==> config.mk <==
export PLATFORM = sky130hd
export DESIGN_NAME = fp_operand_align
export DESIGN_NICKNAME = d
export VERILOG_FILES = /design/src/rtl/fp_operand_align.sv
export SDC_FILE = /design/constraint.sdc
export NUM_CORES = 1
export LEC_CHECK = 0
export BUFFER_PORTS_ARGS = -buffer_cell sky130_fd_sc_hd__buf_2
export CORE_MARGIN = 2
export CORE_UTILIZATION = 58
export CTS_CLUSTER_DIAMETER = 120
export CTS_CLUSTER_SIZE = 16
export DETAILED_ROUTE_END_ITERATION = 6
export PLACE_DENSITY = 0.82
export SLEW_MARGIN = 20
export SYNTH_ARGS = -nofsm -noshare
export SYNTH_HDL_FRONTEND = slang
export SYNTH_SLANG_ARGS = --single-unit
==> constraint.sdc <==
create_clock -name clk -period 6.8 [get_ports clk]
set_clock_uncertainty 0.05 [all_clocks]
set_input_delay 0.68 -clock clk [delete_from_list [all_inputs] [get_ports clk]]
set_output_delay 0.68 -clock clk [all_outputs]
set_load 0.02 [all_outputs]
==> src/rtl/fp_operand_align.sv <==
// rtl/fp_operand_align.sv - fetch, classify, order and align an IEEE-754 single operand pair
//
// Fetches one A/B operand pair from the operand memory. A load_data pulse
// requests the pair, and a_in/b_in are captured after FETCH_LAT cycles.
// The block then classifies both operands, orders them by magnitude and
// right-aligns the smaller mantissa with guard/round/sticky bits. The result
// is offered to the add/sub core over a valid/ready handshake.
//
// Ports:
//   clk, rst               clock, synchronous active-high reset
//   start                  request next pair (honoured in IDLE or OUT only)
//   load_data              1-cycle fetch request to operand memory
//   a_in, b_in             operand pair from memory
//   busy                   high in every state except IDLE
//   out_valid, out_ready   result handshake
//   swapped .. class_b     aligned result fields

module fp_operand_align #(
    parameter int FETCH_LAT = 2
) (
    input  logic        clk,
    input  logic        rst,
    input  logic        start,
    output logic        load_data,
    input  logic [31:0] a_in,
    input  logic [31:0] b_in,
    output logic        busy,
    output logic        out_valid,
    input  logic        out_ready,
    output logic        swapped,
    output logic        sign_big,
    output logic        sign_small,
    output logic [7:0]  exp_big,
    output logic [7:0]  exp_diff,
    output logic [26:0] mant_big,
    output logic [26:0] mant_small,
    output logic [3:0]  class_a,
    output logic [3:0]  class_b
);

    localparam int CW = (FETCH_LAT > 1) ? $clog2(FETCH_LAT) : 1;

    typedef enum logic [2:0] {
        S_IDLE,
        S_REQ,
        S_WAIT,
        S_ALIGN,
        S_OUT
    } state_t;

    typedef struct packed {
        logic        swapped;
        logic        sign_big;
        logic        sign_small;
        logic [7:0]  exp_big;
        logic [7:0]  exp_diff;
        logic [26:0] mant_big;
        logic [26:0] mant_small;
        logic [3:0]  class_a;
        logic [3:0]  class_b;
    } res_t;

    state_t         state_q, state_d;
    logic [CW-1:0]  cnt_q, cnt_d;
    logic           load_data_q, load_data_d;
    logic           busy_q, busy_d;
    logic           out_valid_q, out_valid_d;
    logic [31:0]    a_q, a_d;
    logic [31:0]    b_q, b_d;
    res_t           res_q, res_d;

    // {nan, inf, denorm, zero}; all-zero means a normal number
    function automatic logic [3:0] classify(input logic [31:0] x);
        logic e_zero;
        logic e_ones;
        logic f_zero;
        e_zero = (x[30:23] == 8'h00);
        e_ones = (x[30:23] == 8'hFF);
        f_zero = (x[22:0] == 23'h0);
        return {e_ones & ~f_zero, e_ones & f_zero, e_zero & ~f_zero, e_zero & f_zero};
    endfunction

    // Denormals use exponent 1 with no hidden bit so they share the normal scale
    function automatic logic [7:0] eff_exp(input logic [31:0] x);
        return (x[30:23] == 8'h00) ? 8'h01 : x[30:23];
    endfunction

    function automatic logic [26:0] unpack_mant(input logic [31:0] x);
        return {(x[30:23] != 8'h00), x[22:0], 3'b000};
    endfunction

    // Alignment datapath on the captured pair
    logic        swap_c;
    logic [7:0]  exp_big_c;
    logic [7:0]  exp_small_c;
    logic [7:0]  diff_c;
    logic [26:0] m_big_c;
    logic [26:0] m_small_c;
    logic [26:0] lost_mask_c;
    logic [26:0] aligned_c;

    always_comb begin
        // Magnitude compare ignores the sign; ties keep A as the larger operand
        swap_c      = (b_q[30:0] > a_q[30:0]);
        exp_big_c   = swap_c ? eff_exp(b_q) : eff_exp(a_q);
        exp_small_c = swap_c ? eff_exp(a_q) : eff_exp(b_q);
        diff_c      = exp_big_c - exp_small_c;
        m_big_c     = swap_c ? unpack_mant(b_q) : unpack_mant(a_q);
        m_small_c   = swap_c ? unpack_mant(a_q) : unpack_mant(b_q);
        lost_mask_c = ~({27{1'b1}} << diff_c);
        if (diff_c >= 8'd27) begin
            // Everything shifts out; only the sticky survives
            aligned_c = {26'b0, |m_small_c};
        end else begin
            aligned_c = (m_small_c >> diff_c) | {26'b0, |(m_small_c & lost_mask_c)};
        end
    end

    always_comb begin
        state_d     = state_q;
        cnt_d       = cnt_q;
        load_data_d = 1'b0;
        out_valid_d = out_valid_q;
        a_d         = a_q;
        b_d         = b_q;
        res_d       = res_q;

        case (state_q)
            S_IDLE: begin
                if (start) begin
                    state_d     = S_REQ;
                    load_data_d = 1'b1;
                end
            end
            S_REQ: begin
                state_d = S_WAIT;
                cnt_d   = CW'(FETCH_LAT - 1);
            end
            S_WAIT: begin
                if (cnt_q == '0) begin
                    a_d     = a_in;
                    b_d     = b_in;
                    state_d = S_ALIGN;
                end else begin
                    cnt_d = cnt_q - CW'(1);
                end
            end
            S_ALIGN: begin
                res_d.swapped    = swap_c;
                res_d.sign_big   = swap_c ? b_q[31] : a_q[31];
                res_d.sign_small = swap_c ? a_q[31] : b_q[31];
                res_d.exp_big    = exp_big_c;
                res_d.exp_diff   = diff_c;
                res_d.mant_big   = m_big_c;
                res_d.mant_small = aligned_c;
                res_d.class_a    = classify(a_q);
                res_d.class_b    = classify(b_q);
                out_valid_d      = 1'b1;
                state_d          = S_OUT;
            end
            S_OUT: begin
                // Result fields stay frozen here until the transfer
                if (out_ready) begin
                    out_valid_d = 1'b0;
                    if (start) begin
                        state_d     = S_REQ;
                        load_data_d = 1'b1;
                    end else begin
                        state_d = S_IDLE;
                    end
                end
            end
            default: begin
                state_d     = S_IDLE;
                out_valid_d = 1'b0;
            end
        endcase

        busy_d = (state_d != S_IDLE);
    end

    always_ff @(posedge clk) begin
        if (rst) begin
            state_q     <= S_IDLE;
            cnt_q       <= '0;
            load_data_q <= 1'b0;
            busy_q      <= 1'b0;
            out_valid_q <= 1'b0;
            a_q         <= '0;
            b_q         <= '0;
            res_q       <= '0;
        end else begin
            state_q     <= state_d;
            cnt_q       <= cnt_d;
            load_data_q <= load_data_d;
            busy_q      <= busy_d;
            out_valid_q <= out_valid_d;
            a_q         <= a_d;
            b_q         <= b_d;
            res_q       <= res_d;
        end
    end

    assign load_data  = load_data_q;
    assign busy       = busy_q;
    assign out_valid  = out_valid_q;
    assign swapped    = res_q.swapped;
    assign sign_big   = res_q.sign_big;
    assign sign_small = res_q.sign_small;
    assign exp_big    = res_q.exp_big;
    assign exp_diff   = res_q.exp_diff;
    assign mant_big   = res_q.mant_big;
    assign mant_small = res_q.mant_small;
    assign class_a    = res_q.class_a;
    assign class_b    = res_q.class_b;

endmodule

---- After elaboration in Yosys (flattened, before gate mapping) ----
Index checks and enable logic that the tools add are counted.
word-level totals
  logic and storage cells ................. 79
  output and inout bits ................... 84
  input port bits ......................... 68
  flip-flop bits (word level) ............. 152
operators by class
  reductions and logical operators ........ 14
  shift operators ......................... 2
  multiplexer cells ....................... 21
  equality and inequality tests ........... 7
  order comparisons ....................... 2
  bitwise gates (word level) .............. 15
  add/sub/neg operators ................... 2
operator list
  kind                                                               count
  two-way mux 27 bit                                                 3
  OR reduction 27 bit                                                2
  logical NOT 23 bit                                                 2
  two-way mux 8 bit                                                  4
  greater-than comparator 31 bit                                     1
  AND 27 bit                                                         1
  inverter 27 bit                                                    1
  OR 27 x 1 -> 27 bit                                                1
  << shifter 27 x 8 -> 27 bit, first input constant                  1
  >> shifter 27 x 8 -> 27 bit                                        1
  equality test 8 bit, second input constant                         2
  logical NOT 8 bit                                                  2
  nonzero test 8 bit                                                 2
  one-hot mux 3 bit (5 select lines)                                 1
  two-way mux 3 bit                                                  3
  AND 1 bit                                                          8
  greater-or-equal comparator 8 x 5 -> 1 bit, second input constant  1
  subtractor 8 bit                                                   1
  two-way mux 1 bit                                                  7
  equality test 3 x 2 -> 1 bit, second input constant                2
  inverter 1 bit                                                     4
  one-hot mux 1 bit (2 select lines)                                 2
  AND reduction 2 bit                                                2
  equality test 3 x 1 -> 1 bit, second input constant                1
  8 further kinds                                                    8

---- Longest topological paths before layout ----
  depth in word-level cells ............... 10
  depth in mapped cells ................... 30
  gate-level depth less buffers ........... 23

---- Worst setup path after synthesis ----
No wires, ideal clock.
  path kind ............................... register -> register
  from .................................... reg a_q[30]
  to ...................................... reg res_q, in the netlist mant_small[5]
  required time ........................... 6686 ps
  path buffers ............................ 6
  clock period less this slack ............ 5950 ps
  slack ................................... 850 ps
  data arrival time ....................... 5836 ps
  library setup time ...................... 64 ps
  cell stages (with the launch flop) ...... 30
  path through ............................ dfxtp_1 > inv_1 > ha_1 > nand3_2 > nor4_4 > and4_1 > a22oi_2 > nor2_4 > buf_6 > buf_6 > buf_6 > buf_4 > buf_2 > buf_2 > nor3_1 > a21oi_1 > ha_1 > inv_1 > fa_1 > a21o_1 > a21oi_1 > xor2_1 > nor3_1 > a211oi_1 > and2_1 > and2b_1 > nand2_1 > nor2_1 > a22oi_1 > nand3_1
on the way
  cells in the longest elaborated chain, start to end .. 7
  elaborated cells on any way between the ends .. 12
  classes of those cells .................. 1 x add/sub; 2 x order compare; 1 x shift; 5 x mux; 1 x bitwise; 2 x reduce/logical
RTL lines
  what                                                                                    line  text
  start, declared                                                                         68    logic [31:0] a_q, a_d;
  start signal, assigned                                                                  189   a_q <= '0;
  start signal, assigned                                                                  198   a_q <= a_d;
  parallel branches: the longest is 6 deep, another holds greater-than comparator 31 bit  -
  two-way mux 27 bit (*)                                                                  111   if (diff_c >= 8'd27) begin
  end signal, assigned                                                                    200   res_q <= res_d;
  end, declared                                                                           70    res_t res_q, res_d;
Mark *: on every way between the ends.
A chain may end at the register's enable or synchronous reset.

---- Final worst setup path ----
  from .................................... reg a_q[6]
  to ...................................... reg res_q, in the netlist mant_small[0]
on the way
  cells in the longest elaborated chain, start to end .. 9
  elaborated cells on any way between the ends .. 14
  classes of those cells .................. 1 x add/sub; 2 x order compare; 2 x shift; 4 x mux; 3 x bitwise; 2 x reduce/logical
RTL lines
  what                                line  text
  greater-than comparator 31 bit (*)  104   swap_c = (b_q[30:0] > a_q[30:0]);
  two-way mux 8 bit (*)               105   exp_big_c = swap_c ? eff_exp(b_q) : eff_exp(a_q);
  net exp_big_c[4]                    94    logic [7:0] exp_big_c;
  subtractor 8 bit (*)                107   diff_c = exp_big_c - exp_small_c;
  << shifter 27 x 8 -> 27 bit         110   lost_mask_c = ~({27{1'b1}} << diff_c);
  inverter 27 bit                     110
  AND 27 bit                          115   aligned_c = (m_small_c >> diff_c) | {26'b0, |(m_small_c & lost_mask_c)};
  OR reduction 27 bit                 115
  OR 27 x 1 -> 27 bit                 115
  two-way mux 27 bit (*)              111
Mark *: on every way through the listed nets, which the timed path passes. The rest lies on a longest branch.

==> impl_metrics.json <==
{
  "run_status": "finished, final reports clean",
  "synth.yosys.seq_area_share_pct": 32.2,
  "netlist-cell-type-count": 80,
  "drt-pass1-iter-count": 6,
  "crit-reg2reg-launch": "a_q[6]",
  "post-synth-top-area-fraction_pct": 32.2,
  "cts_root_buffer": "clkbuf_16",
  "cts_setup_buffers": 0,
  "grt_first_pass_wirelength_mm": 45.6,
  "syn_avg_cell_area_um2": 8.03,
  "routed-wl-met2_mm": 13.1,
  "setup_repair_after_global_routing_missed_its_margin": "no",
  "wl_met3_mm": 2.80,
  "postSynthCellCount": 1152,
  "slew_viol_final": 0,
  "layout.cells.most_common_list": "nand2_1, dfxtp_1, buf_2",
  "n_fill_cell": 1289,
  "die_area_um2": 17000,
  "tritoncts_num_sinks": 149,
  "first_global_vias": 8482,
  "cts_inserted_buffers": 17,
  "worst-endpoint-arrival_ns": 6.60,
  "area.growth.synth_to_final_pct": 16.2,
  "ant_nets": 0,
  "setup.worst_path.end_class": "register",
  "chipWidth_um": 130,
  "synth_area_leaders": "dfxtp_1, nand2_1, mux2i_1",
  "hold_path_depth": 1,
  "time_the_final_worst_path_needs_with_i_o_delays_and_setup_ns": 6.38,
  "clkLatencyLatePin_ns": 0.44,
  "regToRegSetupSlack_ns": 0.42,
  "via_density": 6.31,
  "die_y_um": 130,
  "min_from": "mant_small[18]",
  "cts_hold_buffers": 0,
  "max-cap-violations": 0,
  "final_layout_size_suffix_gt1_share_pct": 20.1,
  "critical_path.startpoint": "a_q[6]",
  "dp_cells": 1458,
  "drc": 0,
  "fin_setup_tns_ns": 0,
  "achievable-frequency_mhz": 157,
  "critPathMaxStageDelay_ns": 0.53,
  "drt_first_iter_violations": 1234,
  "overall_routed_net_length_mm": 29.2,
  "pin_count": 152,
  "worstRegToRegCells": 20,
  "finalInstanceArea_um2": 10700,
  "synth-seq-cells": 149,
  "critical-path-top-cell-by-count": "a21oi_1",
  "slew_headroom_pct": 34.9,
  "cts_max_level": 4,
  "critical_path.slowest_cell": "nor2_4",
  "path_max_fanout": 22,
  "grt_antenna_before_repair": 0,
  "cts_tree": "yes",
  "antenna_cells": 0,
  "groute.usage.overall_pct": 34.7,
  "placement.cell_area_um2": 10100,
  "r2r_end": "mant_small[0]",
  "holdCritPathClass": "reg2reg",
  "detail_route.wl_per_cell_um": 19.6,
  "design.core.area_um2": 15700,
  "async_flop_share_pct": 0,
  "cts.clk_slew.worst_paths_ns": 0.06,
  "floorplan.initialDensity_pct": 58.9,
  "grt_start_max_net_pins": 76,
  "dr_total_vias": 9405,
  "timing.final.hold_violations": 0,
  "crit_required_ns": 7.02,
  "setup_viol_count_final": 0,
  "synth.largest_area_cell": "dfxtp_1",
  "post_cts_resized": 0,
  "synth_area_um2": 9250,
  "worst-setup-path-type": "reg2reg",
  "synth.yosys.warnings": 0,
  "top_signal_layer_used": "met4",
  "leading_cell_type_in_the_layout_fill_and_taps_excluded": "nand2_1",
  "globalplace.congestion": 0.989,
  "max-clock-path-buffers": 2,
  "min_delay_worst_endpoint": "mant_small[18]",
  "numPortBuffers": 148,
  "row_count": 46,
  "finish.cell_count_without_fillers": 1490,
  "worst_pin_slew_ns": 0.969,
  "globalRoute.totalOverflow": 0,
  "layout.nets": 1368,
  "postSynth.topFlopCell": "dfxtp_1",
  "layout_worst_path_cycle_share_pct": 93.8,
  "routedLengthMet1_mm": 12.3,
  "number_of_enable_type_register_cells_in_the_synthesized_netlist": 0,
  "critical_path.cell_chain": "inv_1 -> ha_1 -> a21oi_1 -> o21ai_0 -> o21ai_0 -> a311oi_4 -> nor2_4 -> mux2_2 -> ha_1 -> a21oi_1 -> o2bb2ai_1 -> nand3_1 -> mux2_2 -> and2_1 -> nor2_1 -> a21oi_1 -> a2111oi_2 -> nand4_1 -> nor4b_2 -> a221oi_2",
  "cp-start-kind": "register",
  "dp_hpwl_mm": 20.9
}
routing by layer:
layer	track usage [%]	vias to the layer above
li1	-	4377
met1	48.2	4406
met2	52.3	536
met3	6.77	86
met4	15.6	0
met5	0	-
worst max-delay path, delay by kind of cell (launching register included):
family | cells | cell delay [ns]
mux | 2 | 0.73
flops | 1 | 0.51
simple gates | 6 | 2.04
fa+ha+maj | 2 | 0.75
buf+inv | 1 | 0.10
compound gates | 9 | 2.01
cell usage after synthesis (21+ instances only):
library cell / number
ha_1: 38
nor2_1: 113
o21ai_0: 39
dfxtp_1: 149
nand2_1: 196
mux4_2: 21
mux2i_1: 72
nor3_1: 33
inv_1: 37
a211oi_1: 33
a22oi_1: 23
clkbuf_1: 66
a21oi_1: 127
layout make-up:
| type | instances | area (um^2) | area share, % |
|---|---|---|---|
| Timing Repair Buffer | 171 | 916 | 8.52 |
| Clock inverter | 13 | 195 | 1.82 |
| Tap cell | 216 | 270 | 2.51 |
| Multi-Input combinational cell | 885 | 5790 | 53.9 |
| Clock buffer | 19 | 453 | 4.21 |
| Inverter | 37 | 139 | 1.29 |
| Sequential cell | 149 | 2980 | 27.7 |
worst max-delay path by stage:
stage	to	slack (ns)	cells after the start
detailed placement	mant_small[0]	0.65	19
CTS	mant_small[0]	0.55	20
global route	mant_small[0]	0.03	20
finish	mant_small[0]	0.42	20
floorplan	mant_small[5]	0.85	29
global placement	mant_small[0]	0.86	20
flip-flops by register name (all words and copies together), names as in the netlist:
register    count
b_q            32
busy            1
class_a         4
out_valid       1
swapped         1
state_q         3
mant_small     27
exp_big         8
sign_small      1
cnt_q           1
class_b         4
sign_big        1
exp_diff        8
mant_big       24
a_q            32
load_data       1
through the flow:
stage	hold WS (ns)	setup slack, ns	utilization [%]
3_3_place_gp	0.382	0.856	64.3
5_1_grt	0.424	0.0316	68.4
6_report	0.402	0.421	68.4
3_5_place_dp	0.396	0.653	64.3
2_1_floorplan	0.398	0.850	-
4_1_cts	0.404	0.555	68.4
kinds of logic after synthesis:
family                   Yosys count  share of synthesized area [%]
other                              1                         0.0405
AND/OR/NAND/NOR                  432                           20.9
AO/OA/AOI/OAI                    297                           20.6
multiplexers                     107                           14.8
adder cells (fa/ha/maj)           39                           5.36
buffers and inverters            120                           5.44
XOR/XNOR                           7                          0.663
flip-flops                       149                           32.2
Power is not shown: default switching activity piles up to over one toggle a cycle in this logic, so the estimate is an artifact.
